File: src/rtl/fetch_unit.sv
// fetch_unit: instruction fetch/PC stage driven by four-phase strobes (optional checker: PHASE_CHECK_EN)
// Ports: CLK/RESET (async active-high); PH_FT/PH_DC/PH_EX/PH_WB phase strobes;
//   START/JMP/HLT/JMP_ADDR sampled on PH_WB; ROM_DATA in, ROM_ADDR out (= PC);
//   PC_OUT, IR, IR_VALID, HALTED, PHASE_ERR (sticky, only with PHASE_CHECK_EN).
module fetch_unit #(
  parameter int ADDR_W = 8,
  parameter int INSN_W = 15,
  parameter logic [ADDR_W-1:0] RESET_PC = '0
) (
  input  logic              CLK,
  input  logic              RESET,
  input  logic              PH_FT,
  input  logic              PH_DC,
  input  logic              PH_EX,
  input  logic              PH_WB,
  input  logic              START,
  input  logic [INSN_W-1:0] ROM_DATA,
  input  logic              JMP,
  input  logic [ADDR_W-1:0] JMP_ADDR,
  input  logic              HLT,
  output logic [ADDR_W-1:0] ROM_ADDR,
  output logic [ADDR_W-1:0] PC_OUT,
  output logic [INSN_W-1:0] IR,
  output logic              IR_VALID,
  output logic              HALTED,
  output logic              PHASE_ERR
);
  typedef enum logic [1:0] {IDLE, RUN, HALT} state_t;
  state_t state;
  logic [ADDR_W-1:0] pc;
  logic hold;
  assign ROM_ADDR = pc;
  assign PC_OUT = pc;
`ifdef PHASE_CHECK_EN
  logic [3:0] strobes;
  logic [1:0] exp_ph;
  logic bad;
  assign strobes = {PH_WB, PH_EX, PH_DC, PH_FT};
  // any active strobe pattern other than exactly the expected one-hot is an error
  assign bad = |strobes && strobes != (4'b0001 << exp_ph);
  assign hold = PHASE_ERR | bad;
  always_ff @(posedge CLK or posedge RESET)
    if (RESET) begin
      PHASE_ERR <= 1'b0;
      exp_ph <= 2'd0;
    end else if (bad) PHASE_ERR <= 1'b1;
    else if (|strobes) exp_ph <= exp_ph + 2'd1;
`else
  logic unused_ph;
  assign unused_ph = PH_DC ^ PH_EX;
  assign PHASE_ERR = 1'b0;
  assign hold = 1'b0;
`endif
  always_ff @(posedge CLK or posedge RESET)
    if (RESET) begin
      state <= IDLE;
      pc <= RESET_PC;
      IR <= '0;
      IR_VALID <= 1'b0;
      HALTED <= 1'b0;
    end else if (!hold)
      case (state)
        IDLE: if (PH_WB && START) state <= RUN;
        RUN: begin
          if (PH_FT) begin
            IR <= ROM_DATA;
            IR_VALID <= 1'b1;
          end
          if (PH_WB) begin
            if (HLT) begin
              state <= HALT;
              HALTED <= 1'b1;
            end else pc <= JMP ? JMP_ADDR : pc + 1'b1;
          end
        end
        default: ;
      endcase
endmodule

File: config.mk
export PLATFORM = sky130hd
export DESIGN_NAME = fetch_unit
export DESIGN_NICKNAME = d
export VERILOG_FILES = /design/src/rtl/fetch_unit.sv
export SDC_FILE = /design/constraint.sdc
export NUM_CORES = 1
export LEC_CHECK = 0
export ABC_CLOCK_PERIOD_IN_PS = 3900
export BUFFER_PORTS_ARGS = -buffer_cell sky130_fd_sc_hd__buf_4
export CAP_MARGIN = 10
export CORE_AREA = 2 2 56 58
export CTS_CLUSTER_DIAMETER = 120
export DETAILED_ROUTE_END_ITERATION = 8
export DIE_AREA = 0 0 58 60
export GPL_ROUTABILITY_DRIVEN = 0
export GPL_TIMING_DRIVEN = 0
export PLACE_DENSITY = 0.84
export SLEW_MARGIN = 15
export SYNTH_ARGS = -nofsm -noshare
export SYNTH_HDL_FRONTEND = slang
export SYNTH_SLANG_ARGS = --single-unit
File: constraint.sdc
create_clock -name CLK -period 3.9 [get_ports CLK]
set_clock_uncertainty 0.15 [all_clocks]
set_input_delay 0.39 -clock CLK [delete_from_list [all_inputs] [get_ports CLK]]
set_output_delay 0.39 -clock CLK [all_outputs]
set_load 0.005 [all_outputs]
# --- Yosys cells after proc, flatten, opt, wreduce, memory -nomap -nowiden ---
# Cells that the tools add are included.
classes:
  muxes: 5
  add_sub_neg: 1
  n_reduce_logical: 7
  n_eq_ne: 4
  n_bitwise: 1
ops:
  columns: ["op", "n"]
  rows:
  - ["$add A8 B1 Y8 const B", 1]
  - ["$mux W8", 1]
  - ["$mux W2", 3]
  - ["$ne A2 B2 Y1 const B", 3]
  - ["$reduce_and A3 Y1", 2]
  - ["$pmux W2 S2", 1]
  - ["$reduce_and A4 Y1", 1]
  - ["$eq A2 B1 Y1 const B", 1]
  - ["$logic_not A2 Y1", 1]
  - ["$reduce_and A2 Y1", 1]
  - ["$reduce_bool A2 Y1", 1]
  - ["$logic_and A1 B1 Y1", 1]
  - ["$not A1 Y1", 1]
word_totals:
  out_inout_bits: 34
  regBits: 27
  inputBits: 32
  word_cells: 23

# --- Depth between registers and ports, before layout ---
logic_depth:
  ltp_word: 3
  depth_mapped: 5
  mapped_depth_nobuf: 4

# --- Worst setup path after synthesis ---
# OpenSTA, ideal clock, no wires.
synth_timing:
  path_kind: "reg2reg"
  from: "register pc[0], in the netlist PC_OUT[0]"
  to: "register pc[6], in the netlist PC_OUT[6]"
  arrival_ns: 1.156
  slack_ns: 2.464
  stages_incl_launch_ff: 5
  path_cell_list: "dfrtp_1 > ha_1 > and3_1 > a311oi_1 > a211oi_1"
synth_via:
  elab_chain_cells: 2
synth_lines:
  columns: ["item", "line", "source"]
  rows:
  - ["start: declaration", "30", "logic [ADDR_W-1:0] pc;"]
  - ["start signal: assignment", "73", "end else pc <= JMP ? JMP_ADDR : pc + 1'b1;"]
  - ["$add A8 B1 Y8", "73", null]
  - ["$mux W8", "73", null]
# No other way between the ends.
# A chain may end at the register's enable or synchronous reset.

# --- Worst setup path in the final report ---
layout_timing:
  from: "register pc[4], in the netlist PC_OUT[4]"
  to: "output ROM_ADDR[4]"
layout_lines:
  columns: ["item", "line", "source"]
  rows:
  - ["end: declaration", "21", "output logic [ADDR_W-1:0] ROM_ADDR,"]
# No word-level cell between the ends.

==> impl_metrics.py <==
metrics = {
    "sta": {
        "tns_ns": 0,
        "worst-slew-pin-transition_ns": 0.918,
        "layout_setup_ws_ns": 2.27,
        "slew_violations": 0,
        "rsz0062_at_grt": "no",
        "setup_violations": 0,
        "slew_headroom_pct": 38.4,
        "finalHoldViolations": 0,
        "fin_crit_sh_pct": 41.7,
        "fin_crit_ns": 1.63,
        "fmax_mhz": 614,
    },
    "logic_synthesis": {
        "synthTopCellsByArea": "dfrtp_1 52%, mux2_2 13%, buf_4 5.7%, a22o_1 2.7%, nor2_1 2.0%",
        "synthCells": 114,
        "synth_fa_ha_area_share_pct": 0.955,
        "synth_ff_type": "dfrtp_1",
        "syn_area_per_cell_um2": 11.5,
        "synthXorXnorAreaFrac_pct": 0,
        "synth_top_family_by_area": "multiplexers",
        "synth.distinct_cells": 34,
        "ys_warn_count": 0,
        "ys_seq_elements": 27,
        "synth_compound_area_share_pct": 10.1,
        "synth_commonest_cells": "27 x dfrtp_1, 15 x mux2_2, 10 x buf_4",
        "synth-edff-count": 0,
        "synthSimpleGateAreaFrac_pct": 12.5,
        "ys_seq_area_share_pct": 51.6,
        "muxShareOfSynthArea_pct": 15.3,
        "synth_top_cell_area_share_pct": 51.6,
        "yosys.area.top_type": "dfrtp_1",
        "synth-async-reset-ratio_pct": 100,
        "yosys.cell_count.top_type": "dfrtp_1",
        "syn-num-nets": 147,
        "syn_area_um2": 1310,
    },
    "clock_network": {
        "cts_resized": 0,
        "post-cts-setup-buffers": 0,
        "clockBufferDepth": 2,
        "cts.sinks": 27,
        "cts_htree_levels": 1,
        "clk_latency_ns": 0.31,
        "clk_pin_slew_ns": 0.14,
        "cts_inserted_buffers": 3,
        "cts_hold_buffers": 0,
        "cts-root-buf": "clkbuf_4",
        "cts_tree": "done",
    },
    "drt": {
        "drc": 0,
        "vias": 1098,
        "avgRoutedWirePerCell_um": 12.7,
        "first_pass_iters": 4,
        "drtIter0Drc": 25,
        "postRouteAntennaNets": 0,
        "avgViaCountPerCell": 5.18,
        "wl_um": 2700,
    },
    "critical_path": {
        "path_class": "register to primary output",
        "crit_chain": "buf_4 > buf_4",
        "critPathSlowestCell": "dfrtp_1",
        "worst_r2r_startpoint": "PC_OUT[0]$_DFFE_PP0P_",
        "endpoint": "ROM_ADDR[4]",
        "r2r_slack_ns": 2.34,
        "start_kind": "register",
        "critPathLaunch": "PC_OUT[4]$_DFFE_PP0P_",
        "cp.required_ns": 3.36,
        "ff2ff_path_depth": 4,
        "cp-end-kind": "primary output",
        "cp_max_fo": 9,
        "max_stage_delay_ns": 0.49,
        "crit_top_cell": "buf_4",
        "crit_arrival_ns": 1.09,
        "r2r_end": "PC_OUT[6]$_DFFE_PP0P_",
    },
    "global_routing": {
        "antenna_found_initial": 0,
        "grt_pass1_wl_um": 4400,
        "first_global_vias": 1020,
        "gr-total-overflow": 0,
        "grt_max_degree": 28,
        "grtUsageTotal_pct": 16.1,
    },
    "floorplan": {
        "coreArea_um2": 2900,
        "initial_core_util_pct": 45.1,
        "die_h_um": 60,
        "die_w_um": 58,
        "num_io_pins": 66,
        "die_area_um2": 3480,
        "rows": 20,
    },
    "power_and_ir_drop": {
        "seqPwrFrac_pct": 64.9,
        "peakVddDrop_v": 0.000140,
        "switching_share_pct": 20.7,
        "p_comb_share_pct": 8.7,
        "p_clk_share_pct": 26.4,
        "switching_power_w": 0.0000891,
        "power_density_nw_per_um2": 235,
        "p_leak_nw": 1.01,
        "p_int_w": 0.000342,
    },
    "worst_hold_path": {
        "hp-class": "primary input to asynchronous set/reset pin",
    },
    "placed_design": {
        "post-place-ws_ns": 2.31,
        "io_buffers": 61,
        "place_inst": 208,
        "dp_hpwl_um": 2100,
    },
    "cells_and_area": {
        "final_core_util_pct": 63.2,
        "finalNonFillerCells": 212,
        "fin_nets": 213,
        "num_antenna_cells": 0,
        "syn2layout_area_growth_pct": 40.1,
        "drive_gt1_share_pct": 52.5,
    },
    "flow_run": {
        "drv_cap": 0,
    },
    "status": {
        "outcome": "completed",
    },
}
[cells in the final DEF, fill, tap and decap left out]
| cell type | count |
|---|---|
| a211o_1 | 1 |
| a211oi_1 | 1 |
| a21oi_1 | 4 |
| a22o_1 | 4 |
| a311oi_1 | 1 |
| a31o_2 | 1 |
| a31oi_1 | 2 |
| and2_1 | 1 |
| and3_1 | 3 |
| and4_1 | 1 |
| buf_2 | 1 |
| buf_4 | 71 |
| buf_6 | 2 |
| clkbuf_1 | 2 |
| clkbuf_4 | 3 |
| clkinv_1 | 1 |
| conb_1 | 1 |
| dfrtp_1 | 27 |
| ha_1 | 1 |
| inv_1 | 3 |
| mux2_1 | 1 |
| mux2_2 | 15 |
| mux2i_1 | 2 |
| nand2_1 | 4 |
| nand2b_1 | 3 |
| nand3_1 | 3 |
| nand3_2 | 1 |
| nand3b_1 | 1 |
| nand4_1 | 2 |
| nand4b_1 | 1 |
| nor2_1 | 7 |
| nor2b_1 | 1 |
| nor4bb_1 | 1 |
| o21ai_0 | 2 |
| o21ai_1 | 3 |
| o22ai_1 | 1 |
[kinds of logic after synthesis]
group	count (synthesis)
AND/OR/NAND/NOR	29
adder cells (fa/ha/maj)	1
other	1
buffers and inverters	18
multiplexers	18
AO/OA/AOI/OAI	20
flip-flops	27
[metal layers]
metal	wire (um)	part of all wire, %	track usage [%]
met4	12	0.45	3.99
met5	0	0	0
met2	1290	48	29.1
met1	1120	41	19.7
met3	276	10	3.46
[how the worst min path moves through the flow]
stage	start	depth (start not counted)	end
global route	RESET	2	IR[10]$_DFFE_PP0P_
detailed placement	IR_VALID$_DFFE_PP0P_	1	IR_VALID$_DFFE_PP0P_
global placement	HALTED$_DFFE_PP0P_	1	HALTED$_DFFE_PP0P_
finish	RESET	2	state[0]$_DFFE_PP0P_
floorplan	RESET	1	HALTED$_DFFE_PP0P_
CTS	HLT	2	state[0]$_DFFE_PP0P_
[stage by stage]
stage | total power [W] | cell area (um2) | hold slack (ns)
after CTS | 0.000437 | 1840 | 0.120
after global placement | 0.000322 | 1810 | 0.305
after detailed placement | 0.000323 | 1810 | 0.307
after floorplan | 0.000298 | 1310 | 0.293
final | 0.000431 | 1840 | 0.00496
after global routing | 0.000453 | 1840 | 0.0689
[power groups by stage]
stage	clock network [W]	logic (W)	registers (W)
after detailed placement	0	0.0000381	0.000285
final	0.000114	0.0000376	0.000280
after global routing	0.000131	0.0000420	0.000280
after floorplan	0	0.0000131	0.000285
after CTS	0.000119	0.0000382	0.000280
after global placement	0	0.0000369	0.000285
[critical path, delay by kind of cell (launching register included)]
| kind | cells | cell delay (ns) |
|---|---|---|
| DFF | 1 | 0.49 |
| buffers and inverters | 2 | 0.29 |
[sequential cells by signal, indices dropped and copies added (netlist names)]
signal and cells:
HALTED 1, IR 15, IR_VALID 1, PC_OUT 8, state 2
[layout make-up]
| class | instances | area, um2 |
|---|---|---|
| fillers | 243 | 1070 |
| flip-flops and latches | 27 | 676 |
| multi-input cells | 69 | 513 |
| repair buffers | 61 | 458 |
| plain buffers | 14 | 106 |
| well taps | 33 | 41.3 |
| clock buffers | 4 | 26.3 |
| inverters | 4 | 15.0 |
Note: power is estimated with default switching activity, not from simulation.
